==> config.mk <==
export PLATFORM = sky130hd
export DESIGN_NAME = bus_dev_port_flat
export DESIGN_NICKNAME = d
export VERILOG_FILES = /design/src/rtl/bus_dev_port_if.sv /design/src/rtl/bus_dev_port.sv /design/src/flat_wrapper.sv
export SDC_FILE = /design/constraint.sdc
export NUM_CORES = 1
export LEC_CHECK = 0
export CAP_MARGIN = 20
export CORE_MARGIN = 5
export CORE_UTILIZATION = 40
export CTS_CLUSTER_SIZE = 25
export DETAILED_ROUTE_END_ITERATION = 8
export PLACE_DENSITY = 0.6
export SYNTH_ARGS = -nofsm -noshare
export SYNTH_HDL_FRONTEND = slang
export SYNTH_HIERARCHICAL = 1
export SYNTH_SLANG_ARGS = --single-unit
==> constraint.sdc <==
create_clock -name clk -period 5.8 [get_ports clk]
set_input_delay 1.16 -clock clk [delete_from_list [all_inputs] [get_ports clk]]
set_output_delay 1.16 -clock clk [all_outputs]
set_load 0.02 [all_outputs]
==> src/rtl/bus_dev_port_if.sv <==
// Bus-side handshake between the generator/arbiter (master) and one device port (slave).
// TX offer is pndng/D_pop consumed by pop; RX delivery is push/D_push.
interface bus_dev_port_if #(
  parameter int pckg_sz = 16
);
  logic               pndng;
  logic [pckg_sz-1:0] D_pop;
  logic               pop;
  logic               push;
  logic [pckg_sz-1:0] D_push;

  modport master (input pndng, D_pop, output pop, push, D_push);
  modport slave  (output pndng, D_pop, input pop, push, D_push);
endinterface

==> src/rtl/bus_dev_port.sv <==
// Bus device endpoint: FWFT TX/RX FIFOs plus destination-ID filtering and sticky error flags.
// Latency 1 cycle write-to-visible; full FIFOs drop writes unless a same-cycle read frees a slot.
module fifo #(
  parameter int width = 16,
  parameter int depth = 8
) (
  input  logic                       clk,
  input  logic                       reset,
  input  logic                       wr_vld,
  input  logic [width-1:0]           wr_dat,
  input  logic                       rd_rdy,
  output logic [width-1:0]           rd_dat,
  output logic [$clog2(depth+1)-1:0] count,
  output logic                       empty,
  output logic                       ovf,
  output logic                       udf
);
  localparam int aw = $clog2(depth);
  localparam int cw = $clog2(depth+1);

  logic [width-1:0] mem [depth];
  logic [aw-1:0]    wr_ptr;
  logic [aw-1:0]    rd_ptr;
  logic             rd_ok;
  logic             wr_ok;

  // A read from a full FIFO frees the slot the same-cycle write lands in.
  assign empty  = (count == '0);
  assign rd_ok  = rd_rdy && !empty;
  assign wr_ok  = wr_vld && ((count != cw'(depth)) || rd_ok);
  assign ovf    = wr_vld && !wr_ok;
  assign udf    = rd_rdy && empty;
  assign rd_dat = empty ? '0 : mem[rd_ptr];

  always_ff @(posedge clk or negedge reset) begin
    if (!reset) begin
      wr_ptr <= '0;
      rd_ptr <= '0;
      count  <= '0;
    end else begin
      if (wr_ok) wr_ptr <= wr_ptr + aw'(1);
      if (rd_ok) rd_ptr <= rd_ptr + aw'(1);
      case ({wr_ok, rd_ok})
        2'b10:   count <= count + cw'(1);
        2'b01:   count <= count - cw'(1);
        default: count <= count;
      endcase
    end
  end

  always_ff @(posedge clk) begin
    if (wr_ok) mem[wr_ptr] <= wr_dat;
  end
endmodule

module bus_dev_port #(
  parameter int         pckg_sz   = 16,
  parameter int         depth     = 8,
  parameter logic [7:0] id        = 8'd0,
  parameter logic [7:0] broadcast = 8'hFF
) (
  input  logic                       clk,
  input  logic                       reset,
  bus_dev_port_if.slave              bus,
  input  logic                       tx_wr,
  input  logic [pckg_sz-1:0]         tx_data,
  output logic                       tx_full,
  input  logic                       rx_rd,
  output logic [pckg_sz-1:0]         rx_data,
  output logic                       rx_empty,
  output logic [$clog2(depth+1)-1:0] tx_count,
  output logic [$clog2(depth+1)-1:0] rx_count,
  output logic [7:0]                 drop_cnt,
  output logic [3:0]                 err_flags,
  input  logic                       err_clr
);
  localparam int cw = $clog2(depth+1);

  logic [pckg_sz-1:0] tx_head;
  logic               tx_empty;
  logic               tx_ovf;
  logic               tx_udf;
  logic               rx_ovf;
  logic               rx_udf;
  logic [7:0]         dest;
  logic               hit;
  logic               accept;
  logic [3:0]         err_ev;

  assign dest   = bus.D_push[pckg_sz-1 -: 8];
  assign hit    = (dest == id) || (dest == broadcast);
  assign accept = bus.push && hit;

  fifo #(.width(pckg_sz), .depth(depth)) u_tx (
    .clk    (clk),
    .reset  (reset),
    .wr_vld (tx_wr),
    .wr_dat (tx_data),
    .rd_rdy (bus.pop),
    .rd_dat (tx_head),
    .count  (tx_count),
    .empty  (tx_empty),
    .ovf    (tx_ovf),
    .udf    (tx_udf)
  );

  fifo #(.width(pckg_sz), .depth(depth)) u_rx (
    .clk    (clk),
    .reset  (reset),
    .wr_vld (accept),
    .wr_dat (bus.D_push),
    .rd_rdy (rx_rd),
    .rd_dat (rx_data),
    .count  (rx_count),
    .empty  (rx_empty),
    .ovf    (rx_ovf),
    .udf    (rx_udf)
  );

  assign bus.pndng = !tx_empty;
  assign bus.D_pop = tx_head;
  assign tx_full   = (tx_count == cw'(depth));
  assign err_ev    = {rx_ovf, rx_udf, tx_udf, tx_ovf};

  // Overflow of an accepted packet is an error, not a filter drop.
  always_ff @(posedge clk or negedge reset) begin
    if (!reset) begin
      drop_cnt <= '0;
    end else if (bus.push && !hit && (drop_cnt != 8'hFF)) begin
      drop_cnt <= drop_cnt + 8'd1;
    end
  end

  // A new error in the clearing cycle keeps its bit set.
  always_ff @(posedge clk or negedge reset) begin
    if (!reset) begin
      err_flags <= '0;
    end else begin
      err_flags <= (err_clr ? 4'b0000 : err_flags) | err_ev;
    end
  end
endmodule

==> src/flat_wrapper.sv <==
// flat-port wrapper written by rule: the top's interface ports become plain ports
module bus_dev_port_flat 
#(
  parameter int         pckg_sz   = 16,
  parameter int         depth     = 8,
  parameter logic [7:0] id        = 8'd0,
  parameter logic [7:0] broadcast = 8'hFF
)
  (clk, reset, tx_wr, tx_data, tx_full, rx_rd, rx_data, rx_empty, tx_count, rx_count, drop_cnt, err_flags, err_clr, bus_pndng, bus_D_pop, bus_pop, bus_push, bus_D_push);
  bus_dev_port_if #(.pckg_sz(pckg_sz)) bus_i ();
  input  logic clk;
  input  logic reset;
  input  logic tx_wr;
  input  logic [pckg_sz-1:0] tx_data;
  output logic tx_full;
  input  logic rx_rd;
  output logic [pckg_sz-1:0] rx_data;
  output logic rx_empty;
  output logic [$clog2(depth+1)-1:0] tx_count;
  output logic [$clog2(depth+1)-1:0] rx_count;
  output logic [7:0] drop_cnt;
  output logic [3:0] err_flags;
  input  logic err_clr;
  output wire logic [$bits(bus_i.pndng)-1:0] bus_pndng;
  output wire logic [$bits(bus_i.D_pop)-1:0] bus_D_pop;
  input wire logic [$bits(bus_i.pop)-1:0] bus_pop;
  input wire logic [$bits(bus_i.push)-1:0] bus_push;
  input wire logic [$bits(bus_i.D_push)-1:0] bus_D_push;
  assign bus_pndng = bus_i.pndng;
  assign bus_D_pop = bus_i.D_pop;
  assign bus_i.pop = bus_pop;
  assign bus_i.push = bus_push;
  assign bus_i.D_push = bus_D_push;
  bus_dev_port #(.pckg_sz(pckg_sz), .depth(depth), .id(id), .broadcast(broadcast)) u_core (.clk(clk), .reset(reset), .bus(bus_i), .tx_wr(tx_wr), .tx_data(tx_data), .tx_full(tx_full), .rx_rd(rx_rd), .rx_data(rx_data), .rx_empty(rx_empty), .tx_count(tx_count), .rx_count(rx_count), .drop_cnt(drop_cnt), .err_flags(err_flags), .err_clr(err_clr));
endmodule
# --- Word-level counts from Yosys, hierarchy flattened ---
# Memory sizes are Yosys's and may differ from the RTL's.
# Cells that the tools add are included.
# Widths: inputs -> output; s select.
classes:
  addsub: 9
  n_eq_ne: 9
  n_mux: 9
  n_bitwise: 1
  reduce_logical: 24
ops:
  columns: ["cell", "n"]
  rows:
  - ["$mux 16", 2]
  - ["$pmux 4 s2", 2]
  - ["$add 3x1->3 const B", 4]
  - ["$logic_and 1x1->1", 11]
  - ["$add 4x1->4 const B", 2]
  - ["$add 8x1->8 const B", 1]
  - ["$eq 8x8->1 const B", 1]
  - ["$logic_not 4->1", 2]
  - ["$logic_not 8->1", 1]
  - ["$ne 4x4->1 const B", 2]
  - ["$ne 8x8->1 const B", 1]
  - ["$sub 4x1->4 const B", 2]
  - ["$logic_not 1->1", 5]
  - ["$eq 2x1->1 const B", 2]
  - ["$eq 2x2->1 const B", 2]
  - ["$eq 4x4->1 const B", 1]
  - ["$mux 1", 4]
  - ["$mux 4", 1]
  - ["$or 4x4->4", 1]
  - ["$reduce_bool 2->1", 2]
  - ["$logic_or 1x1->1", 3]
word_totals:
  regBits: 32
  mem_bits_rw: 256
  input_bits: 39
  output_inout_bits: 55
  elab_cells: 62
  memories: 2
memory_table:
  columns: ["memory", "words", "width", "read_ports", "rd_clocked_by_memory_dff", "wr", "line_no", "text"]
  rows:
  - ["u_core.u_rx.mem", 8, 16, 1, 0, 1, "bus_dev_port.sv:21", "logic [width-1:0] mem [depth];"]
  - ["u_core.u_tx.mem", 8, 16, 1, 0, 1, "bus_dev_port.sv:21", null]

# --- Logic depth before layout (Yosys ltp) ---
# Gate-level depths: netlist of the first run.
logic_depth:
  depth_word: 8
  depth_mapped: 12
  ltp_nobuf: 11

# --- Cells and area by module ---
# Netlist of the first run, hierarchy kept.
by_module_without_submodules:
  columns: ["mod", "instances", "cells_per_inst", "area_each_um2"]
  rows:
  - ["fifo", 2, 279, 5556.6]
  - ["bus_dev_port", 1, 53, 639.4]

# --- Least setup slack after synthesis of the first run ---
# No wires, ideal clock.
synth_path:
  path_type: "in2reg"
  start: "in bus_D_push[8]"
  end: "mem u_core.u_rx.mem[0][0] (enable)"
  setup_ns: 0.409
  arrival_time_ns: 3.342
  required_ns: 5.391
  slack_ns: 2.049
  path_stages: 7
  path_buffers: 1
  cell_sequence: "nor4_4 -> a21oi_2 -> nor2b_1 -> buf_2 -> o21a_1 -> nand2b_1 -> nor3_1"
synth_between:
  elab_chain_len: 6
  elab_cells_between_ends: 7
synth_rtl:
  columns: ["item", "line_no", "text"]
  rows:
  - ["from (decl)", "flat_wrapper.sv:28", "input wire logic [$bits(bus_i.D_push)-1:0] bus_D_push;"]
  - ["$eq 8x8->1 / $logic_not 8->1 (equally long branches)", "bus_dev_port.sv:91", "assign hit = (dest == id) || (dest == broadcast);"]
  - ["$logic_or 1x1->1 (*)", "bus_dev_port.sv:91", null]
  - ["$logic_and 1x1->1 (*)", "bus_dev_port.sv:92", "assign accept = bus.push && hit;"]
  - ["via u_core.accept", "bus_dev_port.sv:87", "logic accept;"]
  - ["$logic_and 1x1->1 (*)", "bus_dev_port.sv:30", "assign wr_ok = wr_vld && ((count != cw'(depth)) || rd_ok);"]
  - ["$mux 1 (*)", "bus_dev_port.sv:52", "if (wr_ok) mem[wr_ptr] <= wr_dat;"]
  - ["$mux 1 (not written as such) (*)", "bus_dev_port.sv:52", null]
  - ["to (decl)", "bus_dev_port.sv:21", null]
# Mark *: on every way through the listed nets, which the timed path passes. The rest lies on a longest branch.

# --- Final worst setup path of the first run ---
layout_path:
  start: "reg u_core.u_tx.rd_ptr[0]"
  end: "out bus_D_pop[5]"
layout_between:
  elab_chain_len: 2
layout_rtl:
  columns: ["item", "line_no", "text"]
  rows:
  - ["from (decl)", "bus_dev_port.sv:23", "logic [aw-1:0] rd_ptr;"]
  - ["from (signal assigned)", "bus_dev_port.sv:42", "if (rd_ok) rd_ptr <= rd_ptr + aw'(1);"]
  - ["$mem_v2 8x16", null, null]
  - ["$mux 16", "bus_dev_port.sv:33", "assign rd_dat = empty ? '0 : mem[rd_ptr];"]
  - ["to (decl)", "flat_wrapper.sv:25", "output wire logic [$bits(bus_i.D_pop)-1:0] bus_D_pop;"]
# No other way between the ends.

==> results of run 1 <==
[kinds of logic after synthesis]
kind of cell	share of synthesized area [%]
adder cells (fa/ha/maj)	1.30
multiplexers	16.1
AND/OR/NAND/NOR	5.70
XOR/XNOR	1.27
AO/OA/AOI/OAI	1.63
flip-flops	72.2
buffers and inverters	1.77
[worst paths after layout]
check	from	to	slack [ns]	depth (start not counted)
worst min register to register	u_core/u_rx/rd_ptr[2]	u_core/u_rx/rd_ptr[2]	0.47	1
worst min-delay path	u_core/u_rx/rd_ptr[2]	u_core/u_rx/rd_ptr[2]	0.47	1
max in group asynchronous	reset	u_core/u_tx/rd_ptr[1]	4.58	1
worst max-delay path	u_core/u_tx/rd_ptr[0]	bus_D_pop[5]	1.44	5
worst max register to register	u_core/u_tx/count[2]	u_core/u_tx/count[3]	2.97	9
min in group asynchronous	reset	u_core/drop_cnt[0]	0.69	1
[worst max-delay path, stage by stage (launching register included)]
cell and delay, ns:
dfrtp_2 0.95, buf_4 0.35, mux4_2 0.53, mux2i_1 0.19, nor2_1 0.06, clkdlybuf4s50_1 0.58
[stage by stage]
| stage | std cells | util, % | setup WS [ns] |
|---|---|---|---|
| detailed placement | 1076 | 45.8 | 1.49 |
| CTS | 1131 | 49.2 | 1.30 |
| global route | 1132 | 49.3 | 1.16 |
| floorplan | 611 | - | 2.05 |
| finish | 1132 | 49.3 | 1.44 |
| global placement | 1073 | 45.6 | 1.62 |
[area by class of cell]
class	instances	area, µm²	share of cell area, %
sequential	288	8490	59.7
multi-input combinational	283	3100	21.8
timing repair buffer	110	1110	7.79
clock buffer	40	840	5.90
tap	384	480	3.38
clock inverter	15	155	1.09
inverter	12	45.0	0.317
[cell usage after synthesis, drive strengths merged (7+ instances only)]
library cell  count  share of area, %
mux2i            34               2.9
edfxtp          256                65
mux2              9              0.96
buf              16              0.96
dfrtp            32               6.8
and3              7              0.43
ha                9              0.96
nand4            11              0.64
clkbuf           12              0.43
mux4             64                12
nand2b            9              0.48
xnor2            12              0.89
nor2             53               1.8
nand2            22              0.75
inv              12              0.38
[routing by layer]
metal	part of all wire (%)	wire (µm)
met1	43	10100
met2	50	11700
met3	4.4	1030
met4	1.9	432
met5	0	0
[registers in the layout (all words and copies together) (netlist names), 4 cells and up]
name and count:
u_core/u_tx/mem 128, u_core/err_flags 4, u_core/u_rx/count 4, u_core/u_tx/count 4
u_core/u_rx/mem 128, u_core/drop_cnt 8
[power breakdown]
part	total (mW)	internal, mW	switching [mW]	leakage, nW
Combinational	2.32	1.22	1.09	1.68
Sequential	2.82	2.47	0.351	2.71
Clock	1.89	1.14	0.749	0.487
Total	7.03	4.84	2.19	4.88
[placed cells by master (no fill, tap or decap), drive strengths merged, types with 3 or more instances in the layout]
master         count
edfxtp           256
clkdlybuf4s50     92
mux4              64
nor2              53
clkbuf            40
mux2i             34
dfrtp             32
nand2             22
buf               18
inv               12
xnor2             12
nand4             11
clkinv            11
nand2b             9
ha                 9
mux2               9
and3               7
nand3              6
nor3               6
nor2b              5
xor2               5
a21o               4
o21ai              4
bufinv             3
a21oi              3
==> results_dict.tcl, run 1 <==
set metrics [dict create \
    finalCritPeriodShare_pct 75.3 \
    syn_inst 611 \
    dr.pass1.iters 4 \
    tns_ns 0 \
    p_total_mw 7.03 \
    fmax_ghz 0.229 \
    finalClockSkew_ns 0.00897 \
    cts_setup_buffers 0 \
    portBuffers 93 \
    die_area_mm2 0.0329 \
    gr-usage-met2_pct 24.1 \
    maxSlewHeadroom_pct 28.1 \
    cts_tree "built" \
    ios 94 \
    grt-busiest-layer "met2" \
    start_util_pct 40.7 \
    wirelength_um 23300 \
    hold_ws_ns 0.469 \
    start_kind "flop" \
    synth_edf_count 256 \
    use_met1_pct 18.9 \
    grt_pass1_vias 6328 \
    post-dp-hpwl_um 14000 \
    grt_pass1_wl_um 36400 \
    synth.distinct_cells 46 \
    synthArstFlopShare_pct 11.1 \
    antenna_found_initial 0 \
    place_area_mm2 0.0132 \
    die_h_um 181 \
    grt_overflow_total 0 \
    crit_type "flop to primary output" \
    grt_usage_pct 14.0 \
    yosys_warnings 6 \
    synthesis.nets 661 \
    met3_usage_pct 2.52 \
    avgSynthCellArea_um2 19.2 \
    core-area_mm2 0.0289 \
    path_clk_slew_ns 0.06 \
    p_leak_nw 4.88 \
    cts_hold_buffers 0 \
    drtAntennaViolNets 0 \
    layout-drive-gt1-share_pct 22.5 \
    rows 62 \
    rsz0062_at_grt "no" \
    syn2layout_area_growth_pct 21.0 \
    hold_viol 0 \
    clockBufferDepth 3 \
    fin_area_mm2 0.0142 \
    cp.required_ns 4.64 \
    syn_area_mm2 0.0118 \
    synth-seq-cells 288 \
    vias 5907 \
    cts_max_level 1 \
    cp-end-kind "primary output" \
    cp_max_fo 27 \
    p_per_area_mw_per_mm2 494 \
    hold_path.class "flop to flop" \
    clkLatencyLatePin_ns 0.54 \
    die_x_um 181 \
    worst_pin_slew_ns 1.08 \
    first_iter_violations 290 \
    cts_resized 0 \
    globalplace.congestion 0.787 \
    clock-root-buffer "clkbuf_16" \
    n_antenna_cell 0 \
    grt_start_max_net_pins 35 \
    arrival_ns 3.20 \
    via_per_inst 5.22 \
    peakVddDrop_mv 0.288 \
    fillerInstances 2415 \
    cts-buffers-inserted 30 \
    nets 775 \
    period_minus_slack_ns 4.36 \
    drv_slew 0 \
    cap_viol_max_count 0 \
    drc 0 \
    synth-seq-area-share_pct 72.2 \
    finalSetupViolCount 0 \
    synth_flop_cell "edfxtp_1" \
    numClockSinks 288 \
    routedWlPerCell_um 20.6 \
    status "complete, no violations" \
]
Note: power is estimated with default switching activity, not from simulation.
==> run 2, diff against run 1 <==
- PLACE_DENSITY: 0.6 -> 0.63
- clock period: 5.8 -> 3.9 ns (I/O delays scaled with it)
==> run 2 against run 1 <==
Against the previous run: final cell count increased by 1.2%; design area about the same; hold slack got worse by 0.15 ns; register-to-register slack got worse by 1.9 ns; critical path depth unchanged; via count about the same.
==> results_dict.tcl, run 2 (synthesized netlist as in run 1, its figures left out) <==
set metrics [dict create \
    dp_slack_ns 0.334 \
    grt_usage_pct 14.1 \
    finalCritPeriodShare_pct 92.2 \
    cp_max_fo 22 \
    worst_pin_slew_ns 0.768 \
    hold_ws_ns 0.321 \
    dr.pass1.iters 4 \
    r2r-end "u_core/u_rx/count[3]" \
    clkLatencyLatePin_ns 0.53 \
    die_area_mm2 0.0329 \
    fmax_ghz 0.278 \
    numClockSinks 288 \
    path_clk_slew_ns 0.06 \
    p_per_area_mw_per_mm2 731 \
    core-area_mm2 0.0289 \
    ios 94 \
    status "complete, no violations" \
    via_per_inst 5.16 \
    r2r_slack_ns 1.04 \
    layout_commonest_cell "edfxtp_1" \
    cts_tree "built" \
    postLayoutSetupSlackWorst_ns 0.305 \
    tns_ns 0 \
    hold_path.class "input pin to async pin" \
    cp-end-kind "primary output" \
    drtAntennaViolNets 0 \
    grt_start_max_net_pins 33 \
    die_h_um 181 \
    crit_type "flop to primary output" \
    vias 5911 \
    cts_max_level 1 \
    finalNonFillerCells 1146 \
    r2r_cells 9 \
    nets 789 \
    place_area_mm2 0.0133 \
    maxSlewHeadroom_pct 48.8 \
    syn2layout_area_growth_pct 21.1 \
    drc 0 \
    cap_viol_max_count 0 \
    grt_pass1_vias 6416 \
    arrival_ns 2.82 \
    grt_overflow_total 0 \
    finalClockSkew_ns 0.00871 \
    start_util_pct 40.7 \
    layout-drive-gt1-share_pct 23.0 \
    drv_slew 0 \
    cts-buffers-inserted 29 \
    most-common-layout-cells "256 x edfxtp_1, 92 x clkdlybuf4s50_1, 64 x mux4_2, 50 x nor2_1, 34 x mux2i_1" \
    clockBufferDepth 3 \
    reg_top3 "u_core/u_rx/mem (128), u_core/u_tx/mem (128), u_core/drop_cnt (8)" \
    finalSetupViolCount 0 \
    grt_pass1_wl_um 36500 \
    first_iter_violations 371 \
    portBuffers 93 \
    wirelength_um 23000 \
    rsz0062_at_grt "no" \
    cp.required_ns 3.12 \
    p_total_mw 10.4 \
    post-dp-hpwl_um 14200 \
    start_kind "flop" \
    die_x_um 181 \
    fin_area_mm2 0.0142 \
    period_minus_slack_ns 3.60 \
    routedWlPerCell_um 20.1 \
    p_leak_nw 4.92 \
    regToRegStartpoint "u_core/u_rx/count[2]" \
    utilization_pct 49.3 \
    antenna_found_initial 1 \
    peakVddDrop_mv 0.415 \
    globalplace.congestion 0.753 \
    cts_hold_buffers 0 \
    clock-root-buffer "clkbuf_16" \
    dp_cells 1092 \
    rows 62 \
    hold_viol 0 \
]
run 2: cell types whose count changed in the layout (fill, tap and decap cells not counted), moves of 3 or more:
cell,change
nor2_2,-6
nor2_1,+6
buf_4,+17
clkinv_1,+3
dfrtp_2,-3
clkbuf_1,-5
clkbuf_8,-3
run 2: where the power goes:
part | internal, mW | switching, mW | total [mW]
Clock | 1.56 | 1.14 | 2.70
Combinational | 1.88 | 1.76 | 3.64
Sequential | 3.68 | 0.386 | 4.06
Total | 7.12 | 3.28 | 10.4
run 2: timing repair:
action	CTS	global route
buffers inserted	0	0
gates resized for setup	0	1
hold endpoints to repair	0	0
endpoints found under the setup margin	0	1
run 2: how the worst max path moves through the flow:
stage	start	endpoint	slack [ns]	cells past startpoint
global route	u_core/u_tx/rd_ptr[0]	bus_D_pop[2]	0.08	5
CTS	u_core/u_rx/rd_ptr[0]	rx_data[9]	0.14	5
detailed placement	bus_D_push[11]	u_core/u_rx/count[3]	0.33	12
finish	u_core/u_tx/rd_ptr[0]	bus_D_pop[1]	0.30	5
global placement	bus_D_push[11]	u_core/u_rx/count[3]	0.45	12
floorplan	bus_D_push[8]	u_core/u_rx/mem[0][0]	0.53	7
run 2: routing by layer:
layer | wire length [µm] | track usage [%] | vias to the layer above
met5 | 16 | 0 | -
met4 | 437 | 3.36 | 2
met3 | 1130 | 2.54 | 40
met2 | 11600 | 24.0 | 122
met1 | 9780 | 18.9 | 3070
li1 | - | - | 2677
run 2: worst max-delay path: stages, from the launching register on:
cell and delay [ns]:
dfrtp_2 0.66, buf_12 0.28, mux4_2 0.52, mux2i_1 0.14, nor2_1 0.09, clkdlybuf4s50_1 0.56
run 2: final cells by class:
cell class                      instances  area (µm²)
Tap cell                              384         480
Clock buffer                           30         729
Fill cell                            2380       14600
Multi-Input combinational cell        283        3080
Inverter                               12        45.0
Sequential cell                       288        8490
Timing Repair Buffer                  125        1190
Clock inverter                         23         209
Antenna cell                            1        2.50
==> run 3, diff against run 2 <==
- RECOVER_POWER: unset -> 50
==> run 3 against run 2 <==
Against the previous run: the flow now finishes with violations (capacitance limit, slew limit); sequential power about the same; utilization down 0.17 points; non-clock buffer count unchanged; total power down 0.27%; flip-flop and latch count unchanged; largest cell class unchanged; largest power group unchanged.
==> results_dict.tcl, run 3 (synthesized netlist as in run 1, its figures left out) <==
set metrics [dict create \
    status "complete, but fails checks" \
    violations "capacitance limit, slew limit" \
    via_per_inst 5.19 \
    die_h_um 181 \
    slowest_stage "dfrtp_2" \
    clock-root-buffer "clkbuf_16" \
    vias 5941 \
    portBuffers 93 \
    crit_type "flop to primary output" \
    r2r_slack_ns 0.74 \
    numClockSinks 288 \
    die_area_mm2 0.0329 \
    grt_overflow_total 0 \
    cts_max_level 1 \
    fmax_ghz 0.277 \
    cp_slowest_stage_delay_ns 0.66 \
    dr.pass1.iters 5 \
    finalClockSkew_ns 0.00782 \
    start_kind "flop" \
    cap_viol_max_count 1 \
    drtAntennaViolNets 0 \
    p_leak_nw 4.90 \
    cp.required_ns 3.12 \
    hold_viol 0 \
    layout-drive-gt1-share_pct 21.7 \
    finalSetupViolCount 0 \
    drv_slew 33 \
    min_from "u_core/err_flags[0]" \
    cp_top_family "buffers and inverters" \
    grt_pass1_wl_um 36500 \
    finalCritPeriodShare_pct 92.6 \
    die_x_um 181 \
    crit_chain "buf_12 -> mux4_2 -> mux2i_1 -> nor2_1 -> clkdlybuf4s50_1" \
    n_antenna_cell 0 \
    rows 62 \
    globalplace.congestion 0.753 \
    clockBufferDepth 3 \
    cts_setup_buffers 0 \
    p_total_mw 10.4 \
    cp_max_fo 22 \
    cts-buffers-inserted 29 \
    dp_slack_ns 0.334 \
    peakVddDrop_mv 0.415 \
    clkLatencyLatePin_ns 0.53 \
    p_per_area_mw_per_mm2 732 \
    ios 94 \
    wirelength_um 23000 \
    rsz0062_at_grt "no" \
    utilization_pct 49.1 \
    period_minus_slack_ns 3.61 \
    routedWlPerCell_um 20.1 \
    nets 789 \
    hold_path.class "flop to flop" \
    cp-end-kind "primary output" \
    worst_pin_slew_ns 1.83 \
    maxSlewHeadroom_pct -22.3 \
    reg_top3 "u_core/u_rx/mem (128), u_core/u_tx/mem (128), u_core/drop_cnt (8)" \
    arrival_ns 2.83 \
    place_area_mm2 0.0133 \
    hold_ws_ns 0.495 \
    tns_ns 0 \
    finalNonFillerCells 1145 \
    cts_tree "built" \
    start_util_pct 40.7 \
    min_path_cells 1 \
    path_clk_slew_ns 0.06 \
    grt_usage_pct 14.1 \
    postLayoutSetupSlackWorst_ns 0.289 \
    first_iter_violations 398 \
    drc 0 \
    fin_area_mm2 0.0142 \
    syn2layout_area_growth_pct 20.6 \
    post-dp-hpwl_um 14200 \
    crit_buf_inv 2 \
    hold-path-endpoint "u_core/err_flags[0]" \
    layout_commonest_cell "edfxtp_1" \
    dp_cells 1092 \
    antenna_found_initial 3 \
    core-area_mm2 0.0289 \
    most-common-layout-cells "256 x edfxtp_1, 64 x mux4_2, 57 x clkdlybuf4s50_1, 50 x nor2_1, 35 x dlygate4sd3_1" \
    grt_pass1_vias 6416 \
    regToRegStartpoint "u_core/u_rx/count[2]" \
    r2r_cells 9 \
    r2r-end "u_core/u_rx/count[3]" \
    grt_start_max_net_pins 33 \
]
[run 3: worst max path at each step]
stage,from,cells past startpoint,endpoint,slack [ns]
floorplan,bus_D_push[8],7,u_core/u_rx/mem[0][0],0.53
global placement,bus_D_push[11],12,u_core/u_rx/count[3],0.45
finish,u_core/u_tx/rd_ptr[0],5,bus_D_pop[1],0.29
detailed placement,bus_D_push[11],12,u_core/u_rx/count[3],0.33
CTS,u_core/u_rx/rd_ptr[0],5,rx_data[9],0.14
global route,u_core/u_tx/rd_ptr[0],5,bus_D_pop[2],0.08
[run 3: per-layer routing]
metal | global-route usage (%) | up-vias | part of all wire [%]
li1 | - | 2672 | -
met1 | 18.9 | 3077 | 43
met2 | 24.0 | 144 | 51
met3 | 2.54 | 42 | 4.9
met4 | 3.36 | 6 | 1.9
met5 | 0 | - | 0.16
[run 3: power by group]
part	switching, mW	internal, mW
clock	1.14	1.56
combinational	1.75	1.86
sequential	0.382	3.68
[run 3: what timing repair did]
action | CTS | global route
hold buffers | 0 | 0
gates resized for setup | 0 | 1
endpoints found under the setup margin | 0 | 1
[run 3: cell type report]
| class | instances | area (µm²) |
|---|---|---|
| clock buffer | 30 | 729 |
| clock inverter | 23 | 209 |
| fill | 2392 | 14700 |
| inverter | 12 | 45.0 |
| multi-input combinational | 283 | 3040 |
| sequential | 288 | 8490 |
| tap | 384 | 480 |
| timing repair buffer | 125 | 1180 |
[run 3: worst register-to-register path: stages (launching register included)]
cell	delay, ns
dfrtp_1	0.43
or3_1	0.55
o21ai_0	0.57
or2_2	0.25
inv_1	0.06
ha_1	0.32
a21oi_1	0.22
and2_1	0.18
mux2_2	0.34
o2111ai_1	0.17
